===== src/rtl/uart_tx_fifo_pkg.sv =====
// uart_tx_fifo_pkg: shared helpers for the UART transmit buffer slice.
// Contents:
//   ptr_inc - circular-buffer pointer increment that wraps from depth-1 to 0.
package uart_tx_fifo_pkg;

  // Next position of a circular-buffer pointer. The wrap is written out
  // explicitly, so it does not depend on the pointer width matching the depth.
  function automatic logic [31:0] ptr_inc(input logic [31:0] ptr, input logic [31:0] depth);
    logic [31:0] v_next;
    if (ptr == depth - 32'd1) begin
      v_next = 32'd0;
    end else begin
      v_next = ptr + 32'd1;
    end
    return v_next;
  endfunction

endpackage


===== src/rtl/uart_tx_fifo_sync_fifo.sv =====
// sync_fifo: synchronous circular-buffer FIFO with registered status.
// Ports:
//   clk, reset             - rising-edge clock, synchronous active-high reset
//   i_wr, i_wr_data        - write strobe and data. Ignored while full.
//   i_rd                   - pop strobe. Ignored while empty.
//   o_rd_data              - head entry. Valid while o_empty is 0.
//   o_full, o_empty        - registered status decoded from the next count
//   o_count                - registered occupancy, 0..DEPTH
//   o_wr_err               - one-cycle pulse after a write was dropped while full
module sync_fifo
  import uart_tx_fifo_pkg::*;
#(
  parameter int DEPTH  = 16,
  parameter int WIDTH  = 8,
  parameter int ADDR_W = $clog2(DEPTH)
) (
  input  logic              clk,
  input  logic              reset,
  input  logic              i_wr,
  input  logic [WIDTH-1:0]  i_wr_data,
  input  logic              i_rd,
  output logic [WIDTH-1:0]  o_rd_data,
  output logic              o_full,
  output logic              o_empty,
  output logic [ADDR_W:0]   o_count,
  output logic              o_wr_err
);

  logic [WIDTH-1:0]  r_mem [DEPTH];
  logic [ADDR_W-1:0] r_wr_ptr;
  logic [ADDR_W-1:0] r_rd_ptr;
  logic [ADDR_W:0]   r_count;
  logic [ADDR_W:0]   w_count_nxt;
  logic              r_full;
  logic              r_empty;
  logic              r_wr_err;
  logic              w_wr_ok;
  logic              w_rd_ok;

  // Full is judged on the registered flag, so a same-cycle pop never frees room.
  assign w_wr_ok = i_wr & ~r_full;
  assign w_rd_ok = i_rd & ~r_empty;

  // Occupancy after this edge. A simultaneous write and pop leaves it unchanged.
  always_comb begin
    w_count_nxt = r_count;
    case ({w_wr_ok, w_rd_ok})
      2'b10:   w_count_nxt = r_count + (ADDR_W+1)'(1);
      2'b01:   w_count_nxt = r_count - (ADDR_W+1)'(1);
      default: w_count_nxt = r_count;
    endcase
  end

  // Pointers, count, status flags and the overflow pulse.
  always_ff @(posedge clk) begin
    if (reset) begin
      r_wr_ptr <= '0;
      r_rd_ptr <= '0;
      r_count  <= '0;
      r_full   <= 1'b0;
      r_empty  <= 1'b1;
      r_wr_err <= 1'b0;
    end else begin
      if (w_wr_ok) begin
        r_wr_ptr <= ADDR_W'(ptr_inc(32'(r_wr_ptr), 32'(DEPTH)));
      end
      if (w_rd_ok) begin
        r_rd_ptr <= ADDR_W'(ptr_inc(32'(r_rd_ptr), 32'(DEPTH)));
      end
      r_count  <= w_count_nxt;
      r_full   <= (w_count_nxt == (ADDR_W+1)'(DEPTH));
      r_empty  <= (w_count_nxt == (ADDR_W+1)'(0));
      r_wr_err <= i_wr & r_full;
    end
  end

  // Storage. It is not reset: clearing the pointers and count discards the contents.
  always_ff @(posedge clk) begin
    if (w_wr_ok) begin
      r_mem[r_wr_ptr] <= i_wr_data;
    end
  end

  assign o_rd_data = r_mem[r_rd_ptr];
  assign o_full    = r_full;
  assign o_empty   = r_empty;
  assign o_count   = r_count;
  assign o_wr_err  = r_wr_err;

endmodule


===== src/rtl/uart_tx_fifo.sv =====
// uart_tx_fifo: transmit buffer and launcher placed in front of uart_tx.
// Ports:
//   clk, reset             - rising-edge clock, synchronous active-high reset
//   i_wr, i_wr_data        - host byte write, accepted when not full
//   o_full, o_empty        - FIFO status (registered)
//   o_count                - FIFO occupancy, 0..DEPTH. The in-flight byte is excluded.
//   o_wr_err               - one-cycle pulse when a write was dropped
//   o_tx_start             - one-cycle start pulse to uart_tx.i_tx_signal
//   o_tx_data              - byte in flight, to uart_tx.i_data_byte
//   i_tx_done              - completion pulse from uart_tx.o_tx_done
module uart_tx_fifo
  import uart_tx_fifo_pkg::*;
#(
  parameter int DEPTH  = 16,
  parameter int ADDR_W = $clog2(DEPTH)
) (
  input  logic              clk,
  input  logic              reset,
  input  logic              i_wr,
  input  logic [7:0]        i_wr_data,
  output logic              o_full,
  output logic              o_empty,
  output logic [ADDR_W:0]   o_count,
  output logic              o_wr_err,
  output logic              o_tx_start,
  output logic [7:0]        o_tx_data,
  input  logic              i_tx_done
);

  localparam int         BYTE_W  = 8;
  localparam logic [1:0] S_IDLE  = 2'd0;
  localparam logic [1:0] S_START = 2'd1;
  localparam logic [1:0] S_WAIT  = 2'd2;

  logic [1:0]        r_state;
  logic [1:0]        w_state_nxt;
  logic              w_pop;
  logic              w_empty;
  logic [BYTE_W-1:0] w_head;
  logic              r_tx_start;
  logic [BYTE_W-1:0] r_tx_data;

  sync_fifo #(
    .DEPTH  (DEPTH),
    .WIDTH  (BYTE_W),
    .ADDR_W (ADDR_W)
  ) u_fifo (
    .clk       (clk),
    .reset     (reset),
    .i_wr      (i_wr),
    .i_wr_data (i_wr_data),
    .i_rd      (w_pop),
    .o_rd_data (w_head),
    .o_full    (o_full),
    .o_empty   (w_empty),
    .o_count   (o_count),
    .o_wr_err  (o_wr_err)
  );

  // FSM state register.
  always_ff @(posedge clk) begin
    if (reset) begin
      r_state <= S_IDLE;
    end else begin
      r_state <= w_state_nxt;
    end
  end

  // Next state. i_tx_done only matters in WAIT, so a stale done is ignored.
  always_comb begin
    w_state_nxt = r_state;
    case (r_state)
      S_IDLE: begin
        if (!w_empty) begin
          w_state_nxt = S_START;
        end else begin
          w_state_nxt = S_IDLE;
        end
      end
      S_START: w_state_nxt = S_WAIT;
      S_WAIT: begin
        if (i_tx_done) begin
          w_state_nxt = S_IDLE;
        end else begin
          w_state_nxt = S_WAIT;
        end
      end
      default: w_state_nxt = S_IDLE;
    endcase
  end

  // FSM decode: pop the head while idle with data buffered.
  always_comb begin
    w_pop = 1'b0;
    if ((r_state == S_IDLE) && !w_empty) begin
      w_pop = 1'b1;
    end else begin
      w_pop = 1'b0;
    end
  end

  // Output registers. The start pulse is registered from the START state, so it
  // follows the pop by one edge. The data byte is loaded only when it is popped.
  always_ff @(posedge clk) begin
    if (reset) begin
      r_tx_start <= 1'b0;
      r_tx_data  <= 8'h00;
    end else begin
      r_tx_start <= (r_state == S_START);
      if (w_pop) begin
        r_tx_data <= w_head;
      end
    end
  end

  assign o_empty    = w_empty;
  assign o_tx_start = r_tx_start;
  assign o_tx_data  = r_tx_data;

endmodule


===== config.mk =====
export PLATFORM = sky130hd
export DESIGN_NAME = uart_tx_fifo
export DESIGN_NICKNAME = d
export VERILOG_FILES = /design/src/rtl/uart_tx_fifo_pkg.sv /design/src/rtl/uart_tx_fifo_sync_fifo.sv /design/src/rtl/uart_tx_fifo.sv
export SDC_FILE = /design/constraint.sdc
export NUM_CORES = 1
export LEC_CHECK = 0
export ABC_AREA = 1
export CELL_PAD_IN_SITES_DETAIL_PLACEMENT = 0
export CELL_PAD_IN_SITES_GLOBAL_PLACEMENT = 1
export CORE_MARGIN = 1.5
export CORE_UTILIZATION = 35
export DETAILED_ROUTE_END_ITERATION = 8
export PLACE_DENSITY_LB_ADDON = 0.1
export SYNTH_ARGS = -nofsm -noshare
export SYNTH_HDL_FRONTEND = slang
export SYNTH_SLANG_ARGS = --single-unit
export TNS_END_PERCENT = 1

===== constraint.sdc =====
create_clock -name clk -period 3.7 [get_ports clk]
set_input_delay 0.555 -clock clk [delete_from_list [all_inputs] [get_ports clk]]
set_output_delay 0.555 -clock clk [all_outputs]
set_load 0.1 [all_outputs]

Word level (Yosys, flattened, before mapping)
Memory sizes are Yosys's and may differ from the RTL's. A register that Yosys moved wholly into a read port is not among the register bits.
Cells that the tools add are included.
{"block": "classes", "n_addsub": 4, "mux": 9, "n_bitwise": 5, "n_eq_ne": 7, "reduce_logical": 4}
{"operator": "5-bit case mux with 2 select lines", "n": 1}
{"operator": "4-bit by 1-bit adder with 4-bit output (second input constant)", "n": 2}
{"operator": "4-bit == test (second input constant)", "n": 2}
{"operator": "4-bit two-way mux", "n": 2}
{"operator": "2-bit case mux with 3 select lines", "n": 1}
{"operator": "5-bit by 1-bit adder with 5-bit output (second input constant)", "n": 1}
{"operator": "5-bit == test (second input constant)", "n": 1}
{"operator": "5-bit logical NOT", "n": 1}
{"operator": "5-bit by 1-bit subtractor with 5-bit output (second input constant)", "n": 1}
{"operator": "2-bit by 1-bit == test with 1-bit output (second input constant)", "n": 2}
{"operator": "2-bit == test (second input constant)", "n": 2}
{"operator": "1-bit two-way mux", "n": 4}
{"operator": "1-bit AND", "n": 3}
{"operator": "2-bit logical NOT", "n": 1}
{"operator": "2-bit two-way mux", "n": 1}
{"operator": "1-bit NOT", "n": 2}
{"operator": "1-bit logical AND", "n": 1}
{"operator": "1-bit logical NOT", "n": 1}
{"block": "totals", "wordCells": 38, "n_memories": 1, "ram_bits": 128, "in_bits": 12, "ff_bits": 19, "out_inout_bits": 17}
{"memory": "u_fifo.r_mem", "words": 16, "word_bits": 8, "rd": 1, "rd_clocked_by_memory_dff": 1, "wr": 1, "line": "uart_tx_fifo_sync_fifo.sv:29", "rtl": "logic [WIDTH-1:0] r_mem [DEPTH];"}

Logic depth before layout (Yosys ltp)
Gate-level depths: netlist of the first run.
{"block": "logic_depth", "ltp_word": 7, "depth_mapped": 15}

Modules after synthesis
A second synthesis of the first run with hierarchy kept.
{"block": "unflattened", "hier_cells": 562, "hier_area_um2": 6691.4}
{"mod": "sync_fifo", "seq_area_each_um2": 4244.1, "n_inst": 1, "area_each_um2": 6211.0, "cells_per_inst": 497}
{"mod": "uart_tx_fifo", "seq_area_each_um2": 220.2, "n_inst": 1, "area_each_um2": 480.5, "cells_per_inst": 65}

Worst setup path after synthesis of the first run
Ideal clock, no wire load.
{"block": "synth_timing", "path_kind": "register -> register", "start": "register u_fifo.r_empty (netlist: u_fifo.o_empty)", "end": "register u_fifo.r_full (netlist: u_fifo.o_full)", "arrival_ps": 2727, "setup_time_ps": 64, "setup_slack_ps": 909, "period_less_slack_ps": 2791, "required_time_ps": 3636, "stages_incl_launch_ff": 11, "path_buffers": 1, "cell_sequence": "dfxtp_1 inv_1 nand2_1 clkinv_1 buf_4 ha_1 o21ai_0 nand2_1 nor2_4 nand2_1 nor2_1"}
{"block": "synth_between", "elab_chain_cells": 7, "word_cells_on_any_way": 9}
{"element": "from (decl)", "line": "uart_tx_fifo_sync_fifo.sv:35", "rtl": "logic r_empty;"}
{"element": "from (signal assigned)", "line": "uart_tx_fifo_sync_fifo.sv:72", "rtl": "r_empty <= (w_count_nxt == (ADDR_W+1)'(0));"}
{"element": "1-bit logical NOT", "line": "uart_tx_fifo.sv:95", "rtl": "if ((r_state == S_IDLE) && !w_empty) begin"}
{"element": "1-bit logical AND", "line": "uart_tx_fifo.sv:95"}
{"element": "1-bit two-way mux", "line": "uart_tx_fifo.sv:95"}
{"element": "1-bit AND (*)", "line": "uart_tx_fifo_sync_fifo.sv:42", "rtl": "assign w_rd_ok = i_rd & ~r_empty;"}
{"element": "2-bit by 1-bit == test with 1-bit output or 2-bit == test (tied branches)", "line": "uart_tx_fifo_sync_fifo.sv:47", "rtl": "case ({w_wr_ok, w_rd_ok})"}
{"element": "5-bit case mux with 2 select lines (*)", "line": "uart_tx_fifo_sync_fifo.sv:47"}
{"element": "5-bit == test (*)", "line": "uart_tx_fifo_sync_fifo.sv:71", "rtl": "r_full <= (w_count_nxt == (ADDR_W+1)'(DEPTH));"}
{"element": "to (signal assigned)", "line": "uart_tx_fifo_sync_fifo.sv:71"}
{"element": "to (decl)", "line": "uart_tx_fifo_sync_fifo.sv:34", "rtl": "logic r_full;"}
Mark *: on every way between the ends. The rest lies on a longest branch, timed or not.
A chain may end at the register's enable or synchronous reset.

Final worst setup path of the first run
{"block": "layout_timing", "start": "register u_fifo.r_count[0] (netlist: u_fifo.o_count[0])", "end": "output o_count[0]"}
{"element": "from (decl)", "line": "uart_tx_fifo_sync_fifo.sv:32", "rtl": "logic [ADDR_W:0] r_count;"}
{"element": "from (signal assigned)", "line": "uart_tx_fifo_sync_fifo.sv:70", "rtl": "r_count <= w_count_nxt;"}
{"element": "to (decl)", "line": "uart_tx_fifo.sv:23", "rtl": "output logic [ADDR_W:0] o_count,"}
No word-level cell between the ends.

==> results.md, run 1 <==
* Max Freq at 389 MHz
* Power density relative to cell area at approximately 800 nW/um^2
* Power share of the clock group at a little under a third
* Cells after Synth at ~530
* Synth warn at 0
* Clock slew seen by the registers of the worst setup and hold paths at 0.06 ns
* Antenna violations before repair at 0
* Run status: complete, no violations
* Slew at the pin closest to its max-slew limit at between 1 and 1.5 ns
* Switching Power at 2200 uW
* Skew-Pair Late Insertion Delay at roughly 0.42 ns
* Worst-case clock skew at 0.00589 ns
* Number of resized instances in the post-cts repair step at 0
* CTS tree: built
* Post-layout worst setup margin at 1.13 ns
* Largest fanout on the critical path at 4
* Syn avg cell area at approximately 12 sq um
* Count of placed standard cells in the final layout, fillers left out at approximately 790
* Pin count of the biggest net entering global routing at 68
* Family with the most delay on the worst path: buffers and inverters
* Vias in the first global route at approximately 3,800
* Startpoint kind of the worst setup timing path: register
* Worst EP arrival at 2.02 ns
* Number of vias after detailed routing at 4,080
* Die span in x at 137 um
* Post-synthesis net count at 545
* Fraction of layout cells with a size suffix above 1 at 7.95%
* Sequential fraction of the synthesis area at between 60 and 70%
* Number of clock sinks at 155
* Starting density of the core at 36.1%
* Clock root buffer master: sky130_fd_sc_hd__clkbuf_16
* Maximum number of buffers from clock root to sink at 2
* Final weighted congestion of routability-driven global placement at between 0.8 and 0.9
* Total power of the final layout at 5880 uW
* Number of placement rows at 48
* Critical path class: register to output pin
* Routed WL per cell at 20.0 um
* Total Negative Setup Slacks at 0 ns
* Setup Buffers After CTS at 0
* I/O Buffers at 28
* Global routing usage summed across all routing layers at 17.9%
* Antenna Nets Post-Route at 0
* Ports placed on the boundary at 29
* Detailed Place HPWL at 9.76 mm
* Chip Height at 137 um
* Post-route minimum period at 2.57 ns
* Top cell type's share of synthesized area at 61.1%
* Std-Cell Core Area at 17,400 sq um
* Number of vias per cell after detailed routing at 5.16
* First-pass GRT wire length at roughly 24 mm
* Top post-synthesis cells by area: sky130_fd_sc_hd__edfxtp_1 61%, sky130_fd_sc_hd__dfxtp_1 8.6%, sky130_fd_sc_hd__o21ai_0 6.2%
* Drt drc at 0
* Cts hold-fix bufs at 0
* Synth area leader: sky130_fd_sc_hd__edfxtp_1
* Leakage at 0.00247 uW
* Logic pwr share at roughly a third
* Fraction of power spent switching nets at 37.4%
* Largest stage delay on the critical path at ~1.2 ns
* Power share of the sequential group at 35.5%
* Area growth from synthesis to layout at 17.3%
* Number of maximum-capacitance constraint violations at 0
* Detailed Routing Iterations Pass 1 at 5
* Distinct cells, synth at 31
* RSZ-0062 raised after global routing: no
* Count of routing violations after the opening detailed-route iteration at 361
* Number of cells in the design after placement at between 700 and 800
* Required time of the worst setup path at ~3.1 ns
* Antenna cell count at 0
* Buffers & Inverters on Critical Path at 1
* Min-Delay Path Class: register to register
* Fraction of the cycle the final worst path needs at 69.5%
* Final count of hold timing violations at 0
* Cell-by-cell trace of the critical path: clkdlybuf4s50_1
* Worst ir drop on vdd at 0.421 mV
* Post-synthesis sequential element count at 155
* Setup violations, final at 0
* Detailed Route WL at 15.8 mm
* Full die area at 18,800 sq um
* Fin nets at 573
* Number of H-tree branching levels at 4
* Pre-CTS setup slack at approximately 1.1 ns
* Number of max-slew violations in the final report at 0
* Cell area after technology mapping at 6290 sq um
* Cts bufs inserted at 17
* Internal power summed over all cells at 3680 uW
* Tightest slew margin relative to the limit at a little under 30%
* Total congestion overflow after global routing at 0
* Critical path endpoint category: output pin
* Highest-delay cell along the critical path: sky130_fd_sc_hd__clkdlybuf4s50_1
power by group through the flow:
stage	clock network, uW	logic [uW]	registers (uW)
2_1_floorplan	0	965	2620
3_3_place_gp	0	1980	2120
3_5_place_dp	0	1970	2130
4_1_cts	1870	1980	2090
5_1_grt	1940	2120	2100
6_report	1840	1950	2090
synth_stat cells:
cell / number
sky130_fd_sc_hd__ha_1: 7
sky130_fd_sc_hd__a41oi_2: 4
sky130_fd_sc_hd__o22ai_1: 18
sky130_fd_sc_hd__o211ai_1: 5
sky130_fd_sc_hd__o21ai_0: 78
sky130_fd_sc_hd__o221ai_1: 12
sky130_fd_sc_hd__buf_2: 12
sky130_fd_sc_hd__nand3_4: 1
sky130_fd_sc_hd__xor2_1: 2
sky130_fd_sc_hd__a41oi_1: 4
sky130_fd_sc_hd__nand3_2: 2
sky130_fd_sc_hd__nand3_1: 15
sky130_fd_sc_hd__clkbuf_1: 8
sky130_fd_sc_hd__nor2_4: 2
sky130_fd_sc_hd__nand4_1: 6
sky130_fd_sc_hd__inv_1: 24
sky130_fd_sc_hd__o21a_1: 1
sky130_fd_sc_hd__nor2_1: 96
sky130_fd_sc_hd__nor3b_1: 1
sky130_fd_sc_hd__nand2_1: 50
sky130_fd_sc_hd__nor3_1: 3
sky130_fd_sc_hd__clkbuf_2: 1
sky130_fd_sc_hd__buf_6: 1
sky130_fd_sc_hd__buf_4: 4
sky130_fd_sc_hd__a21oi_1: 6
sky130_fd_sc_hd__nand2_2: 4
sky130_fd_sc_hd__dfxtp_1: 27
sky130_fd_sc_hd__nand2_4: 1
sky130_fd_sc_hd__edfxtp_1: 128
sky130_fd_sc_hd__clkinv_1: 2
sky130_fd_sc_hd__o21ai_1: 1
registers in the layout, summed over array words and instances, names as in the netlist:
signal / flops
o_tx_data: 8
u_fifo.o_empty: 1
u_fifo.o_wr_err: 1
r_state: 2
u_fifo.o_full: 1
u_fifo.r_wr_ptr: 4
u_fifo.r_rd_ptr: 4
u_fifo.o_count: 5
u_fifo.r_mem: 128
o_tx_start: 1
area by class of cell:
type | count | area, sq um
clock inverters | 12 | 178
clock buffers | 19 | 433
fillers | 1671 | 10000
repair buffers | 35 | 333
well taps | 225 | 282
flip-flops and latches | 155 | 4390
multi-input cells | 319 | 1670
inverters | 26 | 97.6
per-layer routing:
| metal | vias up | routed length (um) | global-route usage [%] |
|---|---|---|---|
| met4 | 0 | 234 | 7.08 |
| met2 | 123 | 7330 | 26.3 |
| met5 | - | 0 | 0 |
| met1 | 1986 | 7630 | 25.8 |
| met3 | 14 | 651 | 3.78 |
| li1 | 1957 | - | - |
cell families after synthesis:
family / Yosys count / share of synthesized area (%)
AND/OR/NAND/NOR: 181 / 12.4
buffers and inverters: 52 / 3.72
flip-flops: 155 / 69.7
AO/OA/AOI/OAI: 129 / 12.5
XOR/XNOR: 2 / 0.278
adder cells (fa/ha/maj): 7 / 1.39
stage by stage:
| stage | area (sq um) | hold slack (ns) | utilization, % |
|---|---|---|---|
| 2_1_floorplan | 6290 | 0.444 | - |
| 3_3_place_gp | 6770 | 0.451 | 38.9 |
| 3_5_place_dp | 6770 | 0.458 | 38.9 |
| 4_1_cts | 7380 | 0.467 | 42.4 |
| 5_1_grt | 7380 | 0.497 | 42.4 |
| 6_report | 7380 | 0.460 | 42.4 |
path summary, 6_finish.rpt:
path	start	end	slack, ns	depth (start not counted)
worst max-delay path	u_fifo.o_count[0]	o_count[0]	1.13	1
worst min-delay path	u_fifo.o_full	u_fifo.o_wr_err	0.46	2
worst max register to register	r_state[1]	u_fifo.o_empty	1.16	12
worst min register to register	u_fifo.o_full	u_fifo.o_wr_err	0.46	2
placed cells by master (no fill, tap or decap), types with 3 or more instances in the layout:
| cell | n |
|---|---|
| sky130_fd_sc_hd__a21oi_1 | 6 |
| sky130_fd_sc_hd__a41oi_1 | 4 |
| sky130_fd_sc_hd__a41oi_2 | 4 |
| sky130_fd_sc_hd__buf_4 | 7 |
| sky130_fd_sc_hd__bufinv_16 | 5 |
| sky130_fd_sc_hd__clkbuf_16 | 17 |
| sky130_fd_sc_hd__clkdlybuf4s50_1 | 28 |
| sky130_fd_sc_hd__clkinv_1 | 9 |
| sky130_fd_sc_hd__dfxtp_1 | 26 |
| sky130_fd_sc_hd__edfxtp_1 | 128 |
| sky130_fd_sc_hd__ha_1 | 7 |
| sky130_fd_sc_hd__inv_1 | 23 |
| sky130_fd_sc_hd__nand2_1 | 50 |
| sky130_fd_sc_hd__nand2_2 | 4 |
| sky130_fd_sc_hd__nand3_1 | 15 |
| sky130_fd_sc_hd__nand4_1 | 6 |
| sky130_fd_sc_hd__nor2_1 | 96 |
| sky130_fd_sc_hd__nor3_1 | 3 |
| sky130_fd_sc_hd__o211ai_1 | 5 |
| sky130_fd_sc_hd__o21ai_0 | 78 |
| sky130_fd_sc_hd__o221ai_1 | 12 |
| sky130_fd_sc_hd__o22ai_1 | 18 |
No activity file was read; power rests on OpenSTA's default activity.
==> run 2, diff against run 1 <==
clock period = 2.5 ns   (was 3.7 ns; I/O delays follow)
==> results.md, run 2 (same netlist as run 1, synthesis figures left out) <==
* Fin nets at 594
* Family with the most delay on the worst path: simple AND/OR/NAND/NOR gates
* Slew at the pin closest to its max-slew limit at 0.746 ns
* Worst-case clock skew at 0.00782 ns
* Std-Cell Core Area at between 15,000 and 20,000 sq um
* Run status: complete, no violations
* Total Negative Setup Slacks at 0 ns
* Ports placed on the boundary at 29
* Max Freq at 514 MHz
* Pin count of the biggest net entering global routing at between 50 and 60
* Number of resized instances in the post-cts repair step at 0
* Final weighted congestion of routability-driven global placement at about 0.8
* Drt drc at 0
* Cts bufs inserted at 17
* Worst ir drop on vdd at about 0.68 mV
* Antenna Nets Post-Route at 0
* Full die area at 18,800 sq um
* Switching Power at between 3000 and 4000 uW
* Register ranked first by flip-flop count: u_fifo.r_mem
* Power share of the sequential group at 36.0%
* Antenna violations before repair at 0
* Number of max-slew violations in the final report at 0
* Number of clock sinks at 155
* Die span in x at between 100 and 150 um
* Buffers & Inverters on Critical Path at 1
* Min-Delay Path Class: register to register
* Most frequent standard cell in the layout excluding fill and tap cells: sky130_fd_sc_hd__edfxtp_1
* First-pass GRT wire length at 23.8 mm
* Skew-Pair Late Insertion Delay at 0.42 ns
* Commonest cells after routing, fill and taps aside: 128 x sky130_fd_sc_hd__edfxtp_1, 96 x sky130_fd_sc_hd__nor2_1, 78 x sky130_fd_sc_hd__o21ai_0
* Number of maximum-capacitance constraint violations at 0
* Global routing usage summed across all routing layers at 17.8%
* Routed WL per cell at roughly 19 um
* Power share of the clock group at a little under a third
* Tightest slew margin relative to the limit at 50.1%
* Number of placement rows at 48
* Detailed Route WL at 15.8 mm
* Area growth from synthesis to layout at 19.4%
* Fraction of power spent switching nets at 38.3%
* Largest fanout on the critical path at 7
* Clock slew seen by the registers of the worst setup and hold paths at 0.06 ns
* Number of cells in the design after placement at slightly below 800
* Clock root buffer master: sky130_fd_sc_hd__clkbuf_16
* Total congestion overflow after global routing at 0
* Vias in the first global route at 3,997
* Count of routing violations after the opening detailed-route iteration at between 200 and 250
* CTS tree: built
* Setup violations, final at 0
* Fraction of the cycle the final worst path needs at 77.8%
* RSZ-0062 raised after global routing: no
* Largest stage delay on the critical path at 0.39 ns
* Required time of the worst setup path at 2.85 ns
* Detailed Place HPWL at between 9 and 10 mm
* Detailed Routing Iterations Pass 1 at 4
* Logic pwr share at about 34%
* Fill cell instance count of the final layout at 1,680
* Startpoint kind of the worst setup timing path: register
* Number of vias after detailed routing at around 4,100
* Cell type with the highest occurrence count on the critical path: sky130_fd_sc_hd__nand2_1
* Antenna cell count at 0
* Worst EP arrival at 2.30 ns
* Count of placed standard cells in the final layout, fillers left out at 813
* Leakage at 0.00262 uW
* Highest-delay cell along the critical path: sky130_fd_sc_hd__dfxtp_1
* Starting density of the core at 36.1%
* Number of flip-flops in the largest register at 128
* Cts hold-fix bufs at 0
* Number of vias per cell after detailed routing at 5.10
* Post-route minimum period at 1.94 ns
* I/O Buffers at 28
* Maximum number of buffers from clock root to sink at 2
* Critical path class: register to register
* Chip Height at 137 um
* Cell-by-cell trace of the critical path: nor2_4 > nand2_1 > clkinv_1 > ha_1 > o21ai_0 > nand2_1 > nor2_4 > nand2_1 > nor2_1
* Final worst hold slack at 0.466 ns
* Critical path endpoint category: register
* Internal power summed over all cells at 5340 uW
* Fraction of layout cells with a size suffix above 1 at 15.8%
* Final count of hold timing violations at 0
* Number of H-tree branching levels at 4
* Power density relative to cell area at 1150 nW/um^2
* Setup Buffers After CTS at 0
run 2: cell count changes in the layout (fill, tap and decap cells not counted), sizes merged:
cell           delta
clkinv            -2
bufinv            -4
buf              +38
clkbuf            +4
clkinvlp          +1
inv               +2
clkdlybuf4s50    -17
run 2: through the flow:
step / utilization (%) / power [uW] / setup WS, ns / instance area, sq um
final: 43.1 / 8660 / 0.556 / 7510
after global routing: 43.1 / 9080 / 0.333 / 7510
after CTS: 43.1 / 8740 / 0.529 / 7510
after detailed placement: 39.6 / 6140 / 0.238 / 6900
after global placement: 39.6 / 6120 / 0.250 / 6900
after floorplan: - / 5310 / 0.0884 / 6290
run 2: power by group through the flow:
stage	combinational (uW)	clock, uW	sequential [uW]
after floorplan	1430	0	3880
after global placement	2950	0	3170
after detailed placement	2970	0	3170
after CTS	2970	2650	3120
after global routing	3210	2730	3140
final	2940	2600	3120
run 2: worst register-to-register path: stages (launching register included):
cell and delay, ns:
sky130_fd_sc_hd__dfxtp_1 0.39, sky130_fd_sc_hd__nor2_4 0.09, sky130_fd_sc_hd__nand2_1 0.21, sky130_fd_sc_hd__clkinv_1 0.17, sky130_fd_sc_hd__ha_1 0.38, sky130_fd_sc_hd__o21ai_0 0.25
sky130_fd_sc_hd__nand2_1 0.13, sky130_fd_sc_hd__nor2_4 0.12, sky130_fd_sc_hd__nand2_1 0.06, sky130_fd_sc_hd__nor2_1 0.10
run 2: cell type report:
type	instances	area, sq um	area share (%)
Inverter	26	97.6	1.30
Timing Repair Buffer	56	460	6.13
Clock inverter	9	78.8	1.05
Sequential cell	155	4390	58.4
Clock buffer	23	531	7.07
Tap cell	225	282	3.75
Multi-Input combinational cell	319	1670	22.3
run 2: path summary, 6_finish.rpt:
kind                            cells after the start         endpoint  slack [ns]          start
worst min register to register                      2  u_fifo.o_wr_err        0.47  u_fifo.o_full
worst max register to register                      9    u_fifo.o_full        0.56     r_state[0]
worst max-delay path                                9    u_fifo.o_full        0.56     r_state[0]
worst min-delay path                                2  u_fifo.o_wr_err        0.47  u_fifo.o_full
run 2: routing by layer:
| metal | vias to the layer above | global-route usage [%] | share of wire [%] |
|---|---|---|---|
| met5 | - | 0 | 0 |
| met4 | 0 | 6.08 | 0.82 |
| met3 | 8 | 3.11 | 3.6 |
| met2 | 78 | 27.6 | 48 |
| met1 | 2055 | 25.2 | 48 |
| li1 | 2003 | - | - |
